### config.mk
export PLATFORM = sky130hd
export DESIGN_NAME = ast_mask_gen2
export DESIGN_NICKNAME = d
export VERILOG_FILES = /design/src/rtl/ast_mask_gen2.sv
export SDC_FILE = /design/constraint.sdc
export NUM_CORES = 2
export LEC_CHECK = 0
export CAP_MARGIN = 40
export CORE_UTILIZATION = 65
export CTS_CLUSTER_SIZE = 30
export DETAILED_ROUTE_END_ITERATION = 7
export PLACE_DENSITY = 0.8
export SYNTH_ARGS = -nofsm -noshare
export SYNTH_HDL_FRONTEND = slang
export SYNTH_SLANG_ARGS = --single-unit
### constraint.sdc
create_clock -name c -period 48.1 [get_ports c]
set_clock_uncertainty 0.05 [all_clocks]
set_input_delay 12.025 -clock c [delete_from_list [all_inputs] [get_ports c]]
set_output_delay 12.025 -clock c [all_outputs]
set_load 0.05 [all_outputs]
### src/rtl/ast_mask_gen2.sv
// ast_mask_gen2: segment-test corner detector over a circular pixel mask, 5-stage valid/ready pipeline.
// Define AST_CORNER_CNT_EN to add the per-frame corner counter output corner_cnt.
module ast_mask_gen2 #(
  parameter int C    = 16,
  parameter int W    = 8,
  parameter int NW   = 5,
  parameter int CNTW = 20
) (
  input  logic            c,
  input  logic            rst_n,
  input  logic            in_valid,
  output logic            in_ready,
  input  logic [C*W-1:0]  dm,
  input  logic [W-1:0]    dc,
  input  logic [W-1:0]    t,
  input  logic [NW-1:0]   n,
  input  logic            mode,
  input  logic            sof,
  output logic            out_valid,
  input  logic            out_ready,
  output logic            q,
  output logic            dark,
  output logic [W-1:0]    score
`ifdef AST_CORNER_CNT_EN
  ,
  output logic [CNTW-1:0] corner_cnt
`endif
);
  localparam int L  = $clog2(C);
  localparam int RW = L + 2;
  localparam int SW = W + L;

  logic                w_adv, w_acc, r_rdy;
  logic [4:0]          r_v;
  logic [C*W-1:0]      r0_dm;
  logic [W-1:0]        r0_dc, r0_t, r1_t;
  logic [NW-1:0]       r0_n, r1_n, r2_n;
  logic                r0_m, r1_m, r2_m, r3_m;
  logic [W+1:0]        w_d [C];
  logic [C-1:0][W-1:0] w_abs, r1_abs;
  logic [C-1:0]        w_fd, w_fl, r1_fd, r1_fl;
  logic [RW-1:0]       w_rd, w_rl, r2_rd, r2_rl, w_ne;
  logic [SW-1:0]       w_sa, w_sd, w_sl, r2_sa, r2_sd, r2_sl, r3_sa, r3_sx;
  logic                w_qd, w_ql, r3_q, r3_dk, r4_q, r4_dk;
  logic [W-1:0]        w_sc, r4_sc;

  // Scanning the flags twice lets a run wrap from pixel C-1 to 0; all-ones clamps to C.
  function automatic logic [RW-1:0] run_len(input logic [C-1:0] f);
    logic [RW-1:0] cur, mx;
    cur = '0;
    mx  = '0;
    for (int j = 0; j < 2 * C; j++) begin
      cur = f[j % C] ? cur + 1'b1 : '0;
      mx  = cur > mx ? cur : mx;
    end
    return mx > RW'(C) ? RW'(C) : mx;
  endfunction

  assign w_adv    = ~out_valid | out_ready;
  assign in_ready = w_adv & r_rdy;
  assign w_acc    = in_valid & in_ready;

  always_comb begin
    for (int i = 0; i < C; i++) begin
      w_d[i]   = {2'b00, r0_dm[i*W +: W]} - {2'b00, r0_dc};
      w_abs[i] = w_d[i][W+1] ? W'(-w_d[i]) : w_d[i][W-1:0];
      w_fd[i]  = w_d[i][W+1] && (w_abs[i] > r0_t);
      w_fl[i]  = !w_d[i][W+1] && (w_abs[i] > r0_t);
    end
  end

  assign w_rd = run_len(r1_fd);
  assign w_rl = run_len(r1_fl);

  always_comb begin
    w_sa = '0;
    w_sd = '0;
    w_sl = '0;
    for (int i = 0; i < C; i++) begin
      w_sa = w_sa + SW'(r1_abs[i]);
      w_sd = w_sd + (r1_fd[i] ? SW'(r1_abs[i] - r1_t) : '0);
      w_sl = w_sl + (r1_fl[i] ? SW'(r1_abs[i] - r1_t) : '0);
    end
  end

  assign w_ne = r2_n > NW'(C) ? RW'(C) : RW'(r2_n);
  assign w_qd = (w_ne != '0) && (r2_rd >= w_ne);
  assign w_ql = (w_ne != '0) && (r2_rl >= w_ne);
  assign w_sc = !r3_q ? '0 : r3_m ? (|r3_sx[SW-1:W] ? '1 : r3_sx[W-1:0]) : W'(r3_sa >> L);

  always_ff @(posedge c)
    if (w_adv) begin
      r0_dm  <= dm;
      r0_dc  <= dc;
      r0_t   <= t;
      r0_n   <= n;
      r0_m   <= mode;
      r1_abs <= w_abs;
      r1_fd  <= w_fd;
      r1_fl  <= w_fl;
      r1_t   <= r0_t;
      r1_n   <= r0_n;
      r1_m   <= r0_m;
      r2_rd  <= w_rd;
      r2_rl  <= w_rl;
      r2_sa  <= w_sa;
      r2_sd  <= w_sd;
      r2_sl  <= w_sl;
      r2_n   <= r1_n;
      r2_m   <= r1_m;
      r3_q   <= w_qd | w_ql;
      r3_dk  <= w_qd;
      r3_sa  <= r2_sa;
      r3_sx  <= w_qd ? r2_sd : r2_sl;
      r3_m   <= r2_m;
      r4_q   <= r3_q;
      r4_dk  <= r3_dk;
      r4_sc  <= w_sc;
    end

  always_ff @(posedge c or negedge rst_n)
    if (!rst_n) begin
      r_rdy     <= 1'b0;
      r_v       <= '0;
      out_valid <= 1'b0;
      q         <= 1'b0;
      dark      <= 1'b0;
      score     <= '0;
    end else begin
      r_rdy <= 1'b1;
      if (w_adv) begin
        r_v       <= {r_v[3:0], w_acc};
        out_valid <= r_v[4];
        q         <= r_v[4] & r4_q;
        dark      <= r_v[4] & r4_dk;
        score     <= r_v[4] ? r4_sc : '0;
      end
    end

`ifdef AST_CORNER_CNT_EN
  logic [5:0] r_sof;

  always_ff @(posedge c)
    if (w_adv) r_sof <= {r_sof[4:0], sof};

  always_ff @(posedge c or negedge rst_n)
    if (!rst_n) corner_cnt <= '0;
    else if (out_valid && out_ready)
      corner_cnt <= r_sof[5] ? CNTW'(q) : (q && !(&corner_cnt)) ? corner_cnt + 1'b1 : corner_cnt;
`else
  logic [CNTW-1:0] w_unused_cnt;
  assign w_unused_cnt = {CNTW{sof}};
`endif
endmodule

# After elaboration in Yosys (flattened, before gate mapping)
# Index checks and enable logic that the tools add are counted.
[word_totals]
out_inout_bits = 12
regBits = 432
input_bits = 155
[classes]
bitwise = 7
muxes = 181
n_lt_le_gt_ge = 85
addsub = 155
reduce_logical = 52
[ops]
columns = ["operator", "count"]
rows = [
  ["6-bit two-way mux", 108],
  ["12-bit two-way mux", 33],
  ["12-bit adder", 30],
  ["6-bit by 1-bit adder with 6-bit output, second input constant", 52],
  ["6-bit > comparator", 52],
  ["8-bit by 8-bit subtractor with 9-bit output", 32],
  ["8-bit two-way mux", 19],
  ["12-bit by 8-bit adder with 12-bit output", 11],
  ["8-bit > comparator", 16],
  ["8-bit negator", 16],
  ["1-bit logical AND", 34],
  ["5-bit two-way mux", 5],
  ["1-bit logical NOT", 16],
  ["4-bit two-way mux", 4],
  ["11-bit by 8-bit adder with 12-bit output", 1],
  ["5-bit by 1-bit adder with 6-bit output, second input constant", 2],
  ["6-bit by 5-bit >= comparator with 1-bit output", 2],
  ["6-bit by 5-bit > comparator with 1-bit output", 2],
  ["6-bit by 5-bit > comparator with 1-bit output, second input constant", 2],
  ["3-bit two-way mux", 4],
  ["10-bit by 8-bit adder with 11-bit output", 1],
  ["4-bit by 1-bit adder with 5-bit output, second input constant", 2],
  ["9-bit by 8-bit adder with 10-bit output", 1],
  ["5-bit by 4-bit > comparator with 1-bit output", 2],
  ["16 further kinds", 33],
]

# Depth between registers and ports, before layout
[depth]
ltp_word = 66
depth_mapped = 246
ltp_nobuf = 240

# Worst setup path before layout
# No wires, ideal clock.
[synth_timing]
path_type = "register to register"
from = "register r1_fl[0]"
to = "register r2_rl[2], data pin"
path_buffers = 6
arrival_time_ns = 41.598
path_stages_with_launch = 198
slack_ns = 6.166
period_less_slack_ns = 41.934
path_cell_list = "edfxtp_1 > clkbuf_1 > inv_1 > ha_1 > a31oi_1 > o21ai_0 > inv_1 > ha_1 > nor2b_1 > o21ai_1 > a32oi_1 > mux2_2 > ha_1 > nand4_1 > o21ai_0 > a21oi_1 > nor2b_1 > or2_2 > [162 not listed] > o21ai_0 > ha_1 > and2_1 > o221ai_1 > or3_1 > nor3_2 > a21oi_2 > a31oi_2 > mux2_2 > ha_1 > a21o_1 > a21oi_1 > nor2b_1 > o32a_1 > a2111oi_0 > a221oi_1 > nor3_2 > a211oi_1"
[synth_between]
elab_chain_cells = 66
[synth_lines]
columns = ["item", "line_no", "source"]
rows = [
  ["from (decl)", "41", "logic [C-1:0] w_fd, w_fl, r1_fd, r1_fl;"],
  ["from (signal assigned)", "100", "r1_fl <= w_fl;"],
  ["1-bit two-way mux", "53", "cur = f[j % C] ? cur + 1'b1 : '0;"],
  ["1-bit by 1-bit adder with 2-bit output or 1-bit > comparator (tied branches)", "53, 54", ""],
  ["2-bit two-way mux or 1-bit two-way mux (tied branches)", "53, 54", ""],
  ["2-bit by 1-bit adder with 3-bit output or 2-bit by 1-bit > comparator with 1-bit output (tied branches)", "53, 54", ""],
  ["3-bit two-way mux or 2-bit two-way mux (tied branches)", "53, 54", ""],
  ["3-bit by 1-bit adder with 4-bit output or 3-bit by 2-bit > comparator with 1-bit output (tied branches)", "53, 54", ""],
  ["4-bit two-way mux or 3-bit two-way mux (tied branches)", "53, 54", ""],
  ["4-bit by 1-bit adder with 5-bit output or 4-bit by 3-bit > comparator with 1-bit output (tied branches)", "53, 54", ""],
  ["[50 not listed]", "n/a", ""],
  ["6-bit two-way mux (on tied branches)", "53, 54", ""],
  ["6-bit by 1-bit adder with 6-bit output or 6-bit > comparator (tied branches)", "53, 54", ""],
  ["6-bit two-way mux (on tied branches)", "53, 54", ""],
  ["6-bit by 1-bit adder with 6-bit output or 6-bit > comparator (tied branches)", "53, 54", ""],
  ["6-bit two-way mux (on tied branches)", "53, 54", ""],
  ["6-bit > comparator", "54", "mx = cur > mx ? cur : mx;"],
  ["6-bit two-way mux *", "54", ""],
  ["6-bit by 5-bit > comparator with 1-bit output", "56", "return mx > RW'(C) ? RW'(C) : mx;"],
  ["to (signal assigned)", "105", "r2_rl <= w_rl;"],
  ["to (decl)", "42", "logic [RW-1:0] w_rd, w_rl, r2_rd, r2_rl, w_ne;"],
]
# Mark *: on every way between the ends. The rest lies on a longest branch, timed or not.
# A chain may end at the register's enable or synchronous reset.

# Worst setup path in the final report
# Same ends and word-level chain as after synthesis.

==> flow_summary.ini <==
[cts]
cts.clk_slew.worst_paths_ns = 0.09
cts_tree = done
cts_buffer_depth = 3
cts_root_buffer = clkbuf_16
cts.hold.buffers_added = 0
htreeDepth = 2
clk_latency_ns = 0.65
cts_buffers = 49
cts_sinks = 424

[global_route]
grt_pass1_wl_um = 255000
grt_max_degree = 172
grt_util_all_layers_pct = 36.1
grt_pass1_vias = 48500
grt_overflow = 0
antenna_found_initial = 4

[floorplanning]
chipHeight_um = 299
initial_utilization_pct = 65.9
core_sq_mm = 0.0872
die-width_um = 299
die-area_sq_mm = 0.0896
ios = 167
fp-row-count = 108

[setup_path]
crit_slowest_cell = a2111o_1
path_max_fanout = 13
start_kind = flop
r2r_start = r1_fl[0]
cp.required_ns = 48.51
crit_top_cell = ha_1
cp_slowest_stage_delay_ns = 0.51
crit_type = reg -> reg
cp-startpoint = r1_fl[0]
crit_arrival_ns = 45.60
cp-end-kind = flop

[sta]
tightest_slew_ns = 0.990
slew_viol_final = 0
fin_crit_sh_pct = 94.0
hold_violations = 0
maxSlewHeadroom_pct = 34.0
final.min_clock_period_ns = 45.19
setup_viol = 0
setup_slack_ns = 2.91
max_freq_mhz = 22.1

[yosys]
yosys_warnings = 0
ys_types = 139
synth_flop_cell = edfxtp_1
synth_top_family_by_area = adder cells
syn-cell-area_sq_mm = 0.0575
synth_seq_cells = 424
synth-simple-area-share_pct = 15.6
synthMuxAreaShare_pct = 2.39
syn_inst = 6414
ys_async_sr_fraction_pct = 4.01
syn_area_per_cell_sq_um = 8.96
synthAdderAreaFrac_pct = 28.6
synth_edf_count = 407
yosysSeqAreaShare_pct = 22.0
synth_compound_area_share_pct = 19.3
synth-xor-area-share_pct = 6.45

[route]
drtIter0Drc = 3850
drt-total-wl_um = 162000
post-route-drc-count = 0
num_vias = 49000
ant_nets = 0
dr.pass1.iters = 8
wl_per_cell_um = 20.6
vias_per_cell = 6.22

[cells_and_area]
n_fill_cell = 6709
final_util_pct = 72.3
final_layout_size_suffix_gt1_share_pct = 5.37
synthToLayoutAreaGrowth_pct = 9.76
nets = 7909

[outcome]
outcome = completed

[placed_design]
dp_hpwl_um = 133000
place_congestion = 1.02
port_buffers = 165
place_ws_ns = 0.761

[worst_hold_path]
hp-class = reg -> reg
hp-start = r3_dk

[job]
cap_viol_max_count = 0
## layer usage
metal / track usage [%] / vias to the layer above / wire (um)
met1: 44.1 / 23500 / 62700
met3: 4.79 / 486 / 11700
met2: 61.3 / 1925 / 77300
met4: 20.7 / 2 / 10600
met5: 0 / - / 13
li1: - / 23100 / -
## cells by family (layout without fill, tap and decap cells)
logic type,Yosys count,after routing
compound gates,1612,1612
xor+xnor,423,423
fa+ha+maj,1073,1073
buf+inv,861,1056
flops,424,424
mux,127,127
other cells,2,120
simple gates,1892,1892
## per-stage QoR
| step | hold slack [ns] | cells | cell area (sq um) | TNS (ns) |
|---|---|---|---|---|
| 4_1_cts | 0.348 | 7872 | 62800 | 0 |
| 6_report | 0.347 | 7882 | 63100 | 0 |
| 2_1_floorplan | 0.350 | 6531 | 57900 | 0 |
| 3_3_place_gp | 0.353 | 7763 | 60800 | 0 |
| 3_5_place_dp | 0.355 | 7782 | 61200 | 0 |
| 5_1_grt | 0.361 | 7881 | 63100 | -0.332 |
## synthesized netlist by cell type (all sizes together) (45+ instances only)
master | instances | area share (%)
nor3 | 96 | 0.87
and3 | 58 | 0.64
inv | 725 | 4.7
nand2 | 707 | 4.6
clkbuf | 89 | 0.59
ha | 668 | 15
o21ai | 298 | 2.6
buf | 45 | 0.39
xnor2 | 289 | 4.4
nand3 | 185 | 1.6
o21bai | 103 | 1.4
a21o | 225 | 2.9
edfxtp | 407 | 21
o31ai | 48 | 0.66
nor2 | 393 | 2.6
and2 | 132 | 1.4
a21oi | 419 | 3.7
o21a | 84 | 1.1
nor2b | 61 | 0.66
nand2b | 63 | 0.69
mux2 | 47 | 0.95
a211oi | 50 | 0.73
fa | 399 | 14
mux2i | 80 | 1.4
a31oi | 48 | 0.59
xor2 | 134 | 2.0
## layout by cell type (no fill, tap or decap), types with 183 or more instances in the layout
cell type,n
a21o_1,224
a21oi_1,406
edfxtp_1,407
fa_1,399
ha_1,668
inv_1,719
nand2_1,705
nand3_1,183
nor2_1,383
o21ai_0,257
xnor2_1,289
## flip-flops by register name, indices dropped and copies added (netlist names), 6 cells and up
name / cells
r2_sl: 12
r1_fl: 16
r2_sa: 8
r0_t: 8
r2_rd: 6
r1_t: 8
r1_abs: 128
score: 8
r2_rl: 6
r3_sa: 8
r4_sc: 8
r3_sx: 12
r1_fd: 16
r0_dc: 8
r2_sd: 12
r0_dm: 128
## worst paths after layout
| path | end | slack (ns) | cells after the start |
|---|---|---|---|
| setup / recovery | r2_rl[2] | 2.91 | 191 |
| hold / removal | r4_dk | 0.35 | 0 |
| setup reg to reg | r2_rl[2] | 2.91 | 191 |
| hold reg to reg | r4_dk | 0.35 | 0 |
| max in group asynchronous | r_rdy | 35.75 | 1 |
| min in group asynchronous | r_v[4] | 11.76 | 1 |
## worst max-delay path, delay by kind of cell, from the launching register on
family | cells | cell delay [ns]
muxes | 20 | 6.86
buffers and inverters | 4 | 0.59
DFF | 1 | 0.32
adders and majority gates | 31 | 9.25
and+or+nand+nor | 49 | 9.62
AOI/OAI and AO/OA | 87 | 18.32
## area by class of cell
cell class / count / area [sq um] / share of cell area (%)
timing repair buffer: 239 / 2540 / 4.03
clock buffer: 61 / 1270 / 2.02
inverter: 727 / 2740 / 4.34
clock inverter: 29 / 315 / 0.500
tap: 1155 / 1450 / 2.29
multi-input combinational: 5246 / 42100 / 66.8
sequential: 424 / 12600 / 20.1
antenna: 1 / 2.50 / 0.00397
## repair_timing
action	CTS	global route
hold endpoints to repair	0	0
gates resized for setup	0	31
setup endpoints to repair	0	10
buffers inserted	0	9
Power is not shown: default switching activity piles up to over one toggle a cycle in this logic, so the estimate is an artifact.
